$ cat src/rtl/queue_read_arbiter_if.sv
// Handshake bundle between the queue, the read arbiter and its two consumers.
// The master modport is the arbiter side.
interface queue_read_arbiter_if;
  logic       queue_empty_in;
  logic [7:0] queue_data_in;
  logic       dequeue_out;
  logic [1:0] req_in;
  logic [1:0] ack_in;
  logic [1:0] valid_out;
  logic [7:0] data_out;
  logic       timeout_err_out;

  modport master (
    input  queue_empty_in,
    input  queue_data_in,
    input  req_in,
    input  ack_in,
    output dequeue_out,
    output valid_out,
    output data_out,
    output timeout_err_out
  );

  modport slave (
    output queue_empty_in,
    output queue_data_in,
    output req_in,
    output ack_in,
    input  dequeue_out,
    input  valid_out,
    input  data_out,
    input  timeout_err_out
  );
endinterface

$ cat src/rtl/queue_read_arbiter.sv
// Round-robin arbiter that pops one byte per grant and offers it to a consumer.
// Define QUEUE_READ_ARBITER_TIMEOUT_EN to drop offers not acknowledged within 16 cycles.
module queue_read_arbiter (
  input  logic                  clk,
  input  logic                  rst,
  queue_read_arbiter_if.master  bus
);

  typedef enum logic [0:0] {
    IDLE    = 1'b0,
    DELIVER = 1'b1
  } state_t;

  state_t     state;
  logic       grant;
  logic       last_grant;
  logic       pick;
  logic [1:0] valid_r;
  logic [7:0] data_r;
  logic       dequeue_r;

`ifdef QUEUE_READ_ARBITER_TIMEOUT_EN
  logic [3:0] timer;
  logic       timeout_err_r;
`endif

  // A tie goes to whichever consumer was not served last.
  always_comb begin
    pick = ~last_grant;
    unique case (bus.req_in)
      2'b01:   pick = 1'b0;
      2'b10:   pick = 1'b1;
      default: pick = ~last_grant;
    endcase
  end

  always_ff @(posedge clk or posedge rst) begin
    if (rst) begin
      state      <= IDLE;
      grant      <= 1'b0;
      last_grant <= 1'b1;
      valid_r    <= '0;
      data_r     <= '0;
      dequeue_r  <= 1'b0;
`ifdef QUEUE_READ_ARBITER_TIMEOUT_EN
      timer         <= '0;
      timeout_err_r <= 1'b0;
`endif
    end else begin
      dequeue_r <= 1'b0;
`ifdef QUEUE_READ_ARBITER_TIMEOUT_EN
      timeout_err_r <= 1'b0;
`endif
      unique case (state)
        IDLE: begin
          if (!bus.queue_empty_in && (bus.req_in != 2'b00)) begin
            grant     <= pick;
            data_r    <= bus.queue_data_in;
            valid_r   <= pick ? 2'b10 : 2'b01;
            dequeue_r <= 1'b1;
`ifdef QUEUE_READ_ARBITER_TIMEOUT_EN
            timer     <= '0;
`endif
            state     <= DELIVER;
          end else begin
            valid_r <= '0;
          end
        end
        DELIVER: begin
          // Ack on the granted bit wins over a simultaneous timer expiry.
          if (bus.ack_in[grant]) begin
            valid_r    <= '0;
            last_grant <= grant;
            state      <= IDLE;
          end
`ifdef QUEUE_READ_ARBITER_TIMEOUT_EN
          else if (timer == 4'hF) begin
            valid_r       <= '0;
            timeout_err_r <= 1'b1;
            last_grant    <= grant;
            state         <= IDLE;
          end else begin
            timer <= timer + 4'd1;
          end
`endif
        end
        default: state <= IDLE;
      endcase
    end
  end

  assign bus.valid_out   = valid_r;
  assign bus.data_out    = data_r;
  assign bus.dequeue_out = dequeue_r;

`ifdef QUEUE_READ_ARBITER_TIMEOUT_EN
  assign bus.timeout_err_out = timeout_err_r;
`else
  assign bus.timeout_err_out = 1'b0;
`endif

endmodule

$ cat src/flat_wrapper.sv
// flat-port wrapper written by rule: the top's interface ports become plain ports
module queue_read_arbiter_flat 
  (clk, rst, bus_queue_empty_in, bus_queue_data_in, bus_req_in, bus_ack_in, bus_dequeue_out, bus_valid_out, bus_data_out, bus_timeout_err_out);
  queue_read_arbiter_if bus_i ();
  input  logic clk;
  input  logic rst;
  input wire logic [$bits(bus_i.queue_empty_in)-1:0] bus_queue_empty_in;
  input wire logic [$bits(bus_i.queue_data_in)-1:0] bus_queue_data_in;
  input wire logic [$bits(bus_i.req_in)-1:0] bus_req_in;
  input wire logic [$bits(bus_i.ack_in)-1:0] bus_ack_in;
  output wire logic [$bits(bus_i.dequeue_out)-1:0] bus_dequeue_out;
  output wire logic [$bits(bus_i.valid_out)-1:0] bus_valid_out;
  output wire logic [$bits(bus_i.data_out)-1:0] bus_data_out;
  output wire logic [$bits(bus_i.timeout_err_out)-1:0] bus_timeout_err_out;
  assign bus_i.queue_empty_in = bus_queue_empty_in;
  assign bus_i.queue_data_in = bus_queue_data_in;
  assign bus_i.req_in = bus_req_in;
  assign bus_i.ack_in = bus_ack_in;
  assign bus_dequeue_out = bus_i.dequeue_out;
  assign bus_valid_out = bus_i.valid_out;
  assign bus_data_out = bus_i.data_out;
  assign bus_timeout_err_out = bus_i.timeout_err_out;
  queue_read_arbiter u_core (.clk(clk), .rst(rst), .bus(bus_i));
endmodule
$ cat config.mk
export PLATFORM = sky130hd
export DESIGN_NAME = queue_read_arbiter_flat
export DESIGN_NICKNAME = d
export VERILOG_FILES = /design/src/rtl/queue_read_arbiter_if.sv /design/src/rtl/queue_read_arbiter.sv /design/src/flat_wrapper.sv
export SDC_FILE = /design/constraint.sdc
export NUM_CORES = 1
export LEC_CHECK = 0
export BUFFER_PORTS_ARGS = -buffer_cell sky130_fd_sc_hd__buf_2
export CORE_AREA = 2 2 41 43
export DETAILED_ROUTE_END_ITERATION = 7
export DIE_AREA = 0 0 43 45
export PLACE_DENSITY = 0.77
export SKIP_LAST_GASP = 1
export SLEW_MARGIN = 30
export SYNTH_ARGS = -nofsm -noshare
export SYNTH_HDL_FRONTEND = slang
export SYNTH_SLANG_ARGS = --single-unit
export TNS_END_PERCENT = 30
$ cat constraint.sdc
create_clock -name clk -period 1.6 [get_ports clk]
set_input_delay 0.08 -clock clk [delete_from_list [all_inputs] [get_ports clk]]
set_output_delay 0.08 -clock clk [all_outputs]
set_load 0.02 [all_outputs]
==> reports/metrics.csv, run 1 <==
stage,metric,value,unit
status,status,"complete, no violations",
global_route,grt_use_total,11.79,%
floorplanning,start_util,40.56,%
synth,yosys_warnings,0,
place,dpl.hpwl,789,um
clock_tree,cts_setup_buffers,0,
clock_tree,htreeDepth,1,
run,drv_cap,0,
floorplanning,die_y,45,um
worst_setup_path,critPathKind,flip-flop to flip-flop,
place,portBuffers,25,
clock_tree,clockBufferDepth,2,
worst_setup_path,worstRegToRegCells,3,
sta,fin_crit_sh,78.36,%
finish,finalCoreUtilization,52.81,%
worst_setup_path,slowest_delay,0.46,ns
sta,holdWs,0.02949,ns
global_route,grt_overflow,0,
synth,avgSynthCellArea,13.26,um^2
synth,mappedNetlistNets,62,
synth,synth_cell_type_count,18,
synth,yosysSeqAreaShare,58.91,%
worst_setup_path,start_kind,flip-flop,
global_route,antenna_found_initial,0,
place,preCtsSetupSlack,0.3051,ns
sta,worstMarginPinSlew,0.4996,ns
sta,tns,0,ns
place,place_congestion,0.6670,
power,peakVddDrop,0.9470,mV
hold_path,min_path_cells,2,
clock_tree,clk-insertion-delay-late,0.28,ns
global_route,grt_max_degree,15,
worst_setup_path,cp_slowest_cell,dfrtp_1,
sta,skew,0.001448,ns
worst_setup_path,cp.arrival,1.42,ns
finish,diodes,0,
sta,final-setup-viol-count,0,
floorplanning,die_w,43,um
floorplanning,coreArea,1471,um^2
worst_setup_path,path_depth,3,
route,vias_per_cell,4.889,
route,remaining_drc_errors,0,
global_route,grt_pass1_vias,418,
sta,rsz0062_at_grt,no,
sta,min_period,1.254,ns
finish,instances_no_fill,90,
sta,worst_slack,0.3463,ns
sta,slew_headroom,66.66,%
worst_setup_path,crit_chain,"nor3_4, buf_4, mux2_2",
sta,finalHoldViolCount,0,
worst_setup_path,crit_buf_inv,1,
route,wl,992,um
global_route,top_usage_layer,met2,
hold_path,hold_class,input pin to flip-flop,
clock_tree,cts_inserted_buffers,3,
global_route,met2_usage,19.39,%
sta,max_freq,797.6,MHz
floorplanning,io_pins,27,
clock_tree,cts_tree,done,
worst_setup_path,end_kind,flip-flop,
global_route,grt_use_met3,4.000,%
global_route,grt_pass1_wl,1.614,mm
finish,fin_nets,92,
power,p_leak,0.3974,nW
finish,drive_gt1_share,54.05,%
clock_tree,cts_resized,0,
global_route,grtUsageMet1,12.57,%
route,drt_iter0_drc,2,
floorplanning,rows,14,
synth,synth_area,596.8,um^2
synth,synth_cells,45,
synth,ys_ff_latch,14,
power,pwr_density_cell,1659,nW/um^2
clock_tree,cts.sinks,14,
route,post_drt_wl_per_cell,11.02,um
route,antenna_left,0,
route,vias,440,
clock_tree,cts.clk_slew.worst_paths,0.08,ns
sta,report.final.slew_viol_count,0,
worst_setup_path,critPathRequiredTime,1.77,ns
route,firstDrtPassIters,2,
finish,area_growth,30.19,%
worst_setup_path,cpLargestDelayFamily,flip-flops,
place,dp.cells,85,
worst_setup_path,crit_fanout,13,
clock_tree,holdBufCountCts,1,
clock_tree,cts_root_buf,clkbuf_4,
floorplanning,die_area,1935,um^2
[layout by cell type (no fill, tap or decap), drive strengths merged]
cell	instances
conb	1
dfstp	1
a21oi	2
a32o	1
ha	2
dfrtp	13
nor3	1
o211ai	1
o21ai	2
inv	4
dlygate4sd3	1
clkbuf	4
o21a	1
nor2	1
mux2i	1
nand2b	1
nand2	3
buf	26
mux2	8
[metrics by stage]
stage	area, um^2	power (mW)
floorplan	596.8	0.8999
global route	777.0	1.365
finish	777.0	1.289
CTS	777.0	1.310
detailed placement	730.7	1.055
global placement	730.7	1.042
[layout make-up]
cell class | count | area [um^2]
fill | 146 | 694.4
inverter | 4 | 15.01
sequential | 14 | 351.6
multi-input combinational | 25 | 211.5
clock buffer | 4 | 36.28
tap | 16 | 20.02
timing repair buffer | 27 | 142.6
[synthesized netlist by cell type]
master / number / share of area [%]
dfrtp_1: 13 / 55
buf_4: 1 / 1.3
buf_6: 1 / 1.9
o211ai_1: 1 / 1.3
mux2i_1: 1 / 1.7
mux2_2: 8 / 15
o21ai_0: 2 / 1.7
a32o_1: 1 / 1.7
nor2_1: 1 / 0.63
o21a_1: 1 / 1.3
nand2b_1: 1 / 1.0
nand2_1: 3 / 1.9
ha_1: 2 / 4.2
dfstp_2: 1 / 4.4
nor3_4: 1 / 2.7
conb_1: 1 / 0.63
inv_1: 4 / 2.5
a21oi_1: 2 / 1.7
[power by group]
| part | total, mW | switching, mW | leakage [nW] | internal (mW) |
|---|---|---|---|---|
| Clock | 0.248 | 0.110 | 0.0210 | 0.138 |
| Combinational | 0.459 | 0.253 | 0.210 | 0.206 |
| Sequential | 0.582 | 0.0859 | 0.167 | 0.496 |
[worst paths after layout]
path	start	endpoint	slack (ns)
setup / recovery	u_core.state	u_core.bus.data_out[4]	0.35
hold / removal	bus_queue_data_in[1]	u_core.bus.data_out[1]	0.03
setup reg to reg	u_core.state	u_core.bus.data_out[4]	0.35
hold reg to reg	u_core.bus.data_out[0]	u_core.bus.data_out[0]	0.50
max in group asynchronous	rst	u_core.last_grant	0.88
min in group asynchronous	rst	u_core.bus.data_out[1]	0.36
[layer usage]
metal | vias up | share of wire (%)
li1 | 208 | -
met1 | 210 | 38
met2 | 20 | 49
met3 | 2 | 11
met4 | 0 | 1.3
met5 | - | 0
[logic make-up (layout without fill, tap and decap cells)]
| kind of cell | count (synthesis) | after routing | synth area share [%] |
|---|---|---|---|
| flops | 14 | 14 | 58.91 |
| mux | 9 | 9 | 16.77 |
| compound gates | 7 | 7 | 7.548 |
| simple gates | 6 | 6 | 6.290 |
| buf+inv | 6 | 35 | 5.660 |
| fa+ha+maj | 2 | 2 | 4.192 |
| other cells | 1 | 1 | 0.6283 |
[registers in the layout, summed over array words and instances (netlist names)]
name / count
u_core.state: 1
u_core.bus.data_out: 8
u_core.bus.dequeue_out: 1
u_core.bus.valid_out: 2
u_core.last_grant: 1
u_core.grant: 1
(Power assumes the default switching activity.)
==> run 2, diff against run 1 <==
clock period = 1.29 ns   (was 1.6 ns; I/O delays follow)
==> run 2 against run 1 <==
  * Non-clock buffer count up 1
  * Cell count up 1.1%
  * Clock power up 24%
  * Die area unchanged
  * Hold slack worse by 0.013 ns
  * Clock-buffer cell count unchanged
  * Maximum frequency up 6.9%
  * Flip-flop and latch count unchanged
  * First-iteration DRC count down 50%
  * Utilization up 1.4 points
  * Via count down 0.91%
  * Total power up 27%
  * Critical endpoint is now u_core.bus.data_out[1]
  * Largest power group unchanged
==> reports/metrics.csv, run 2 (same netlist as run 1, synthesis figures left out) <==
stage,metric,value,unit
status,status,"complete, no violations",
sta,finalHoldViolCount,0,
finish,final_common_cell,buf_2,
place,placed_area,750.7,um^2
sta,tns,0,ns
clock_tree,clockBufferDepth,2,
route,antenna_left,0,
power,pwr_density_cell,2051,nW/um^2
power,power,1.635,mW
worst_setup_path,cp_slowest_cell,dfrtp_1,
floorplanning,rows,14,
global_route,antenna_found_initial,0,
finish,largest_register_ffs,8,
finish,fin_nets,93,
global_route,grt_use_total,12.62,%
sta,slew_headroom,65.27,%
clock_tree,cts_setup_buffers,0,
route,remaining_drc_errors,0,
worst_setup_path,critPathKind,flip-flop to flip-flop,
run,drv_cap,0,
sta,report.final.slew_viol_count,0,
clock_tree,htreeDepth,1,
global_route,grt_max_degree,15,
route,firstDrtPassIters,2,
place,dpl.hpwl,833.5,um
power,p_leak,0.4060,nW
worst_setup_path,critPathLaunch,u_core.state,
clock_tree,cts.clk_slew.worst_paths,0.09,ns
floorplanning,start_util,40.56,%
floorplanning,io_pins,27,
sta,worstMarginPinSlew,0.5203,ns
worst_setup_path,end_kind,flip-flop,
route,wl,1.040,mm
floorplanning,die_y,45,um
worst_setup_path,crit_fanout,13,
place,dp.cells,86,
route,post_drt_wl_per_cell,11.43,um
finish,final_area,797.0,um^2
finish,final_cell_mix,"buf_2 (25), dfrtp_1 (13), mux2_2 (8), inv_1 (4)",
finish,drive_gt1_share,54.67,%
sta,final-setup-viol-count,0,
global_route,grt_pass1_vias,428,
clock_tree,cts_inserted_buffers,3,
worst_setup_path,crit_chain,"nor3_4, buf_12, mux2_2",
clock_tree,cts_tree,done,
route,vias,436,
finish,area_growth,33.54,%
floorplanning,die_w,43,um
worst_setup_path,r2r_start,u_core.state,
clock_tree,clk-insertion-delay-late,0.27,ns
clock_tree,cts_root_buf,clkbuf_4,
sta,rsz0062_at_grt,no,
route,vias_per_cell,4.791,
floorplanning,die_area,1935,um^2
clock_tree,cts_resized,0,
clock_tree,cts.sinks,14,
worst_setup_path,start_kind,flip-flop,
global_route,grt_overflow,0,
power,peakVddDrop,1.059,mV
finish,diodes,0,
place,portBuffers,25,
route,drt_iter0_drc,1,
global_route,grt_pass1_wl,1.759,mm
worst_setup_path,critPathRequiredTime,1.45,ns
finish,instances_no_fill,91,
place,place_congestion,0.6749,
floorplanning,coreArea,1471,um^2
hold_path,hold_start,bus_queue_data_in[6],
hold_path,hold_class,input pin to flip-flop,
sta,skew,0.003810,ns
sta,holdWs,0.01634,ns
worst_setup_path,slowest_delay,0.41,ns
sta,fin_crit_sh,90.95,%
sta,min_period,1.173,ns
sta,max_freq,852.3,MHz
worst_setup_path,cp.arrival,1.33,ns
-- run 2: changes by cell type in the layout (fill, tap and decap cells not counted) --
| cell | previous run | this run |
|---|---|---|
| buf_12 | 0 | 1 |
-- run 2: worst paths after layout --
path	to	slack, ns	depth (start not counted)
worst max-delay path	u_core.bus.data_out[1]	0.12	3
worst min-delay path	u_core.bus.data_out[6]	0.02	2
worst max register to register	u_core.bus.data_out[1]	0.12	3
worst min register to register	u_core.bus.data_out[5]	0.51	1
max in group asynchronous	u_core.last_grant	0.56	3
min in group asynchronous	u_core.state	0.36	3
-- run 2: area by class of cell --
| type | instances | area, um^2 |
|---|---|---|
| clock buffer | 4 | 36.28 |
| sequential | 14 | 351.6 |
| fill | 146 | 674.4 |
| multi-input combinational | 25 | 211.5 |
| timing repair buffer | 28 | 162.7 |
| tap | 16 | 20.02 |
| inverter | 4 | 15.01 |
-- run 2: power breakdown --
| part | switching [mW] | internal, mW | leakage, nW | total [mW] |
|---|---|---|---|---|
| registers | 0.0975 | 0.615 | 0.167 | 0.712 |
| clock network | 0.137 | 0.171 | 0.0210 | 0.308 |
| logic | 0.330 | 0.284 | 0.218 | 0.614 |
-- run 2: through the flow --
step	util [%]	worst slack (ns)
after floorplan	-	0.08262
after global placement	51.02	0.06481
after detailed placement	51.02	0.03154
after CTS	54.17	0.1100
after global routing	54.17	0.06165
final	54.17	0.1168
-- run 2: per-layer routing --
| layer | vias up | track usage [%] | wire (um) |
|---|---|---|---|
| met5 | - | 0 | 0 |
| met4 | 0 | 7.273 | 0 |
| met3 | 0 | 4.800 | 93 |
| met2 | 18 | 18.18 | 516 |
| met1 | 209 | 16.36 | 430 |
| li1 | 209 | - | - |
-- run 2: worst max-delay path: cells and delay by family, from the launching register on --
kind / cells / cell delay [ns]
buf+inv: 1 / 0.16
flops: 1 / 0.41
mux: 1 / 0.32
simple gates: 1 / 0.16
-- run 2: repair_timing --
action / CTS / global route
hold buffers: 1 / 0
endpoints found under the setup margin: 0 / 0
hold endpoints to repair: 13 / 0
==> run 3, diff against run 2 <==
ABC_AREA = 1   (was not set)
PLACE_DENSITY = 0.8   (was 0.77)
==> run 3 against run 2 <==
  * The flow now finishes with violations (hold timing)
  * Register-to-register slack gained 0.11 ns
  * Clock skew grew 0.0070 ns
  * Non-clock buffer count grew 6
  * Utilization grew 6.0 points
  * Clock-buffer cell count is the same
  * Cell count grew 41%
  * Maximum frequency grew 11%
  * Combinational power grew 19%
  * Critical endpoint is now u_core.bus.data_out[6]
  * Largest cell class unchanged
==> reports/metrics.csv, run 3 <==
stage,metric,value,unit
sta,fin_crit_sh,82.09,%
clock_tree,cts.sinks,14,
worst_setup_path,end_kind,flip-flop,
floorplanning,die_area,1935,um^2
route,antenna_left,0,
sta,report.final.slew_viol_count,0,
global_route,grt_use_total,17.63,%
sta,final-setup-viol-count,0,
synth,synth_compound_area_share,1.972,%
synth,yosysTopAreaCellShare,51.28,%
route,remaining_drc_errors,0,
synth,synth_xor_area_share,0,%
floorplanning,die_y,45,um
floorplanning,start_util,43.11,%
place,place_congestion,0.6914,
finish,diodes,0,
floorplanning,die_w,43,um
route,vias,605,
route,post_drt_wl_per_cell,11.67,um
route,drt_iter0_drc,11,
power,p_leak,0.5336,nW
synth,yosys.area_share.simple,29.19,%
synth,synth_top_family_by_area,simple AND/OR/NAND/NOR gates,
synth,synth_cells,76,
floorplanning,io_pins,27,
synth,ys_top_cells_by_area,"dfrtp_1 (51%), nand2_1 (23%), inv_1 (5.3%)",
route,wl_met2,798,um
place,preCtsSetupSlack,0.2003,ns
global_route,grt_pass1_wl,2.456,mm
place,dpl.hpwl,1.066,mm
finish,fin_nets,130,
worst_setup_path,worstRegToRegCells,4,
synth,synth-edff-count,0,
sta,worst_slack,0.2311,ns
clock_tree,holdBufCountCts,8,
power,peakVddDrop,1.361,mV
route,dr.max_layer_used,met4,
synth,synth_fa_ha_area_share,3.945,%
hold_path,min_path_cells,3,
route,wl_met3,86,um
clock_tree,cts.clk_slew.worst_paths,0.08,ns
sta,rsz0062_at_grt,no,
sta,max_freq,944.4,MHz
power,pwr_density_cell,2058,nW/um^2
route,vias_per_cell,4.727,
finish,final_cell_mix,"nand2_1 (39), buf_2 (25), dfrtp_1 (13), inv_1 (9), dlygate4sd3_1 (8)",
worst_setup_path,start_kind,flip-flop,
synth,synth_cell_type_count,15,
clock_tree,cts_inserted_buffers,3,
worst_setup_path,critPathKind,flip-flop to flip-flop,
synth,mappedNetlistNets,93,
route,wl,1.494,mm
clock_tree,cts_tree,done,
worst_setup_path,critPathRequiredTime,1.51,ns
synth,yosys.area.top_type,dfrtp_1,
sta,slew_headroom,66.48,%
sta,holdWs,-0.003681,ns
sta,min_period,1.059,ns
finish,largest_register_ffs,8,
hold_path,hold_start,bus_queue_data_in[0],
status,status,"finished, violations left",
place,portBuffers,25,
status,violations,hold timing,
clock_tree,htreeDepth,1,
floorplanning,rows,14,
route,wl_met1,589,um
clock_tree,clockBufferDepth,2,
synth,ys_ff_latch,14,
global_route,grt_pass1_vias,612,
sta,tns,0,ns
worst_setup_path,r2r_start,u_core.state,
clock_tree,clk-insertion-delay-late,0.29,ns
synth,synthMuxAreaShare,0,%
route,firstDrtPassIters,4,
clock_tree,cts_resized,0,
synth,synth_area,634.4,um^2
synth,synthTopCellsByCount,"nand2_1 (39), dfrtp_1 (13), inv_1 (9)",
finish,area_growth,39.45,%
worst_setup_path,crit_fanout,6,
worst_setup_path,critPathLaunch,u_core.state,
worst_setup_path,cp.arrival,1.28,ns
clock_tree,cts_root_buf,clkbuf_4,
synth,yosysMostFrequentCell,nand2_1,
synth,yosysSeqAreaShare,55.42,%
finish,finalCoreUtilization,60.12,%
finish,drive_gt1_share,30.36,%
synth,yosys_warnings,0,
global_route,grt_overflow,0,
clock_tree,cts_setup_buffers,0,
run,drv_cap,0,
synth,synth_ff_type,dfrtp_1,
global_route,grt_max_degree,15,
synth,async_flop_share,100.0,%
finish,final_common_cell,nand2_1,
floorplanning,coreArea,1471,um^2
sta,worstMarginPinSlew,0.5022,ns
synth,avgSynthCellArea,8.347,um^2
hold_path,hold_class,input pin to flip-flop,
sta,finalHoldViolCount,1,
power,power,1.821,mW
sta,skew,0.01078,ns
global_route,antenna_found_initial,0,
run 3: cell types whose count changed after synthesis, sizes merged:
cell and delta:
nand2 +36, mux2 -8, inv +6, nand3 +3
a21oi -2, nand4 +2, a32o -1, mux2i -1
nand2b -1, nor3 -1, o211ai -1, o21a -1
o21ai -1, o21bai +1
run 3: final timing paths:
check                                    endpoint  slack, ns
min in group asynchronous  u_core.bus.data_out[7]       0.33
max                        u_core.bus.data_out[6]       0.23
min                        u_core.bus.data_out[0]     -0.004
min reg2reg                u_core.bus.data_out[2]       0.48
max in group asynchronous       u_core.last_grant       0.58
max reg2reg                u_core.bus.data_out[6]       0.23
run 3: area by class of cell:
type                            instances  area (um^2)
Fill cell                             134        586.8
Sequential cell                        14        351.6
Multi-Input combinational cell         50        226.5
Timing Repair Buffer                   34        212.7
Inverter                               10        37.54
Clock buffer                            4        36.28
Tap cell                               16        20.02
run 3: critical path, cell delays in order, from the launching register on:
cell and delay (ns):
dfrtp_1 0.45, nor2_2 0.25, buf_4 0.19, nand2_1 0.06, nand2_1 0.06
run 3: logic make-up after synthesis:
family | after synthesis
fa+ha+maj | 2
compound gates | 2
buf+inv | 12
flops | 14
other cells | 1
simple gates | 45
run 3: power breakdown:
group	switching [mW]	internal, mW
Combinational	0.470	0.260
Sequential	0.128	0.641
Clock	0.149	0.172
run 3: through the flow:
step | cells | instance area, um^2
4_1_cts | 128 | 884.6
5_1_grt | 128 | 884.6
6_report | 128 | 884.6
3_5_place_dp | 116 | 768.2
2_1_floorplan | 76 | 634.4
3_3_place_gp | 116 | 768.2
run 3: metal layers:
metal	vias to the layer above	global-route usage [%]
met1	278	18.80
met3	2	3.200
met5	-	0
li1	303	-
met4	0	9.091
met2	22	33.33
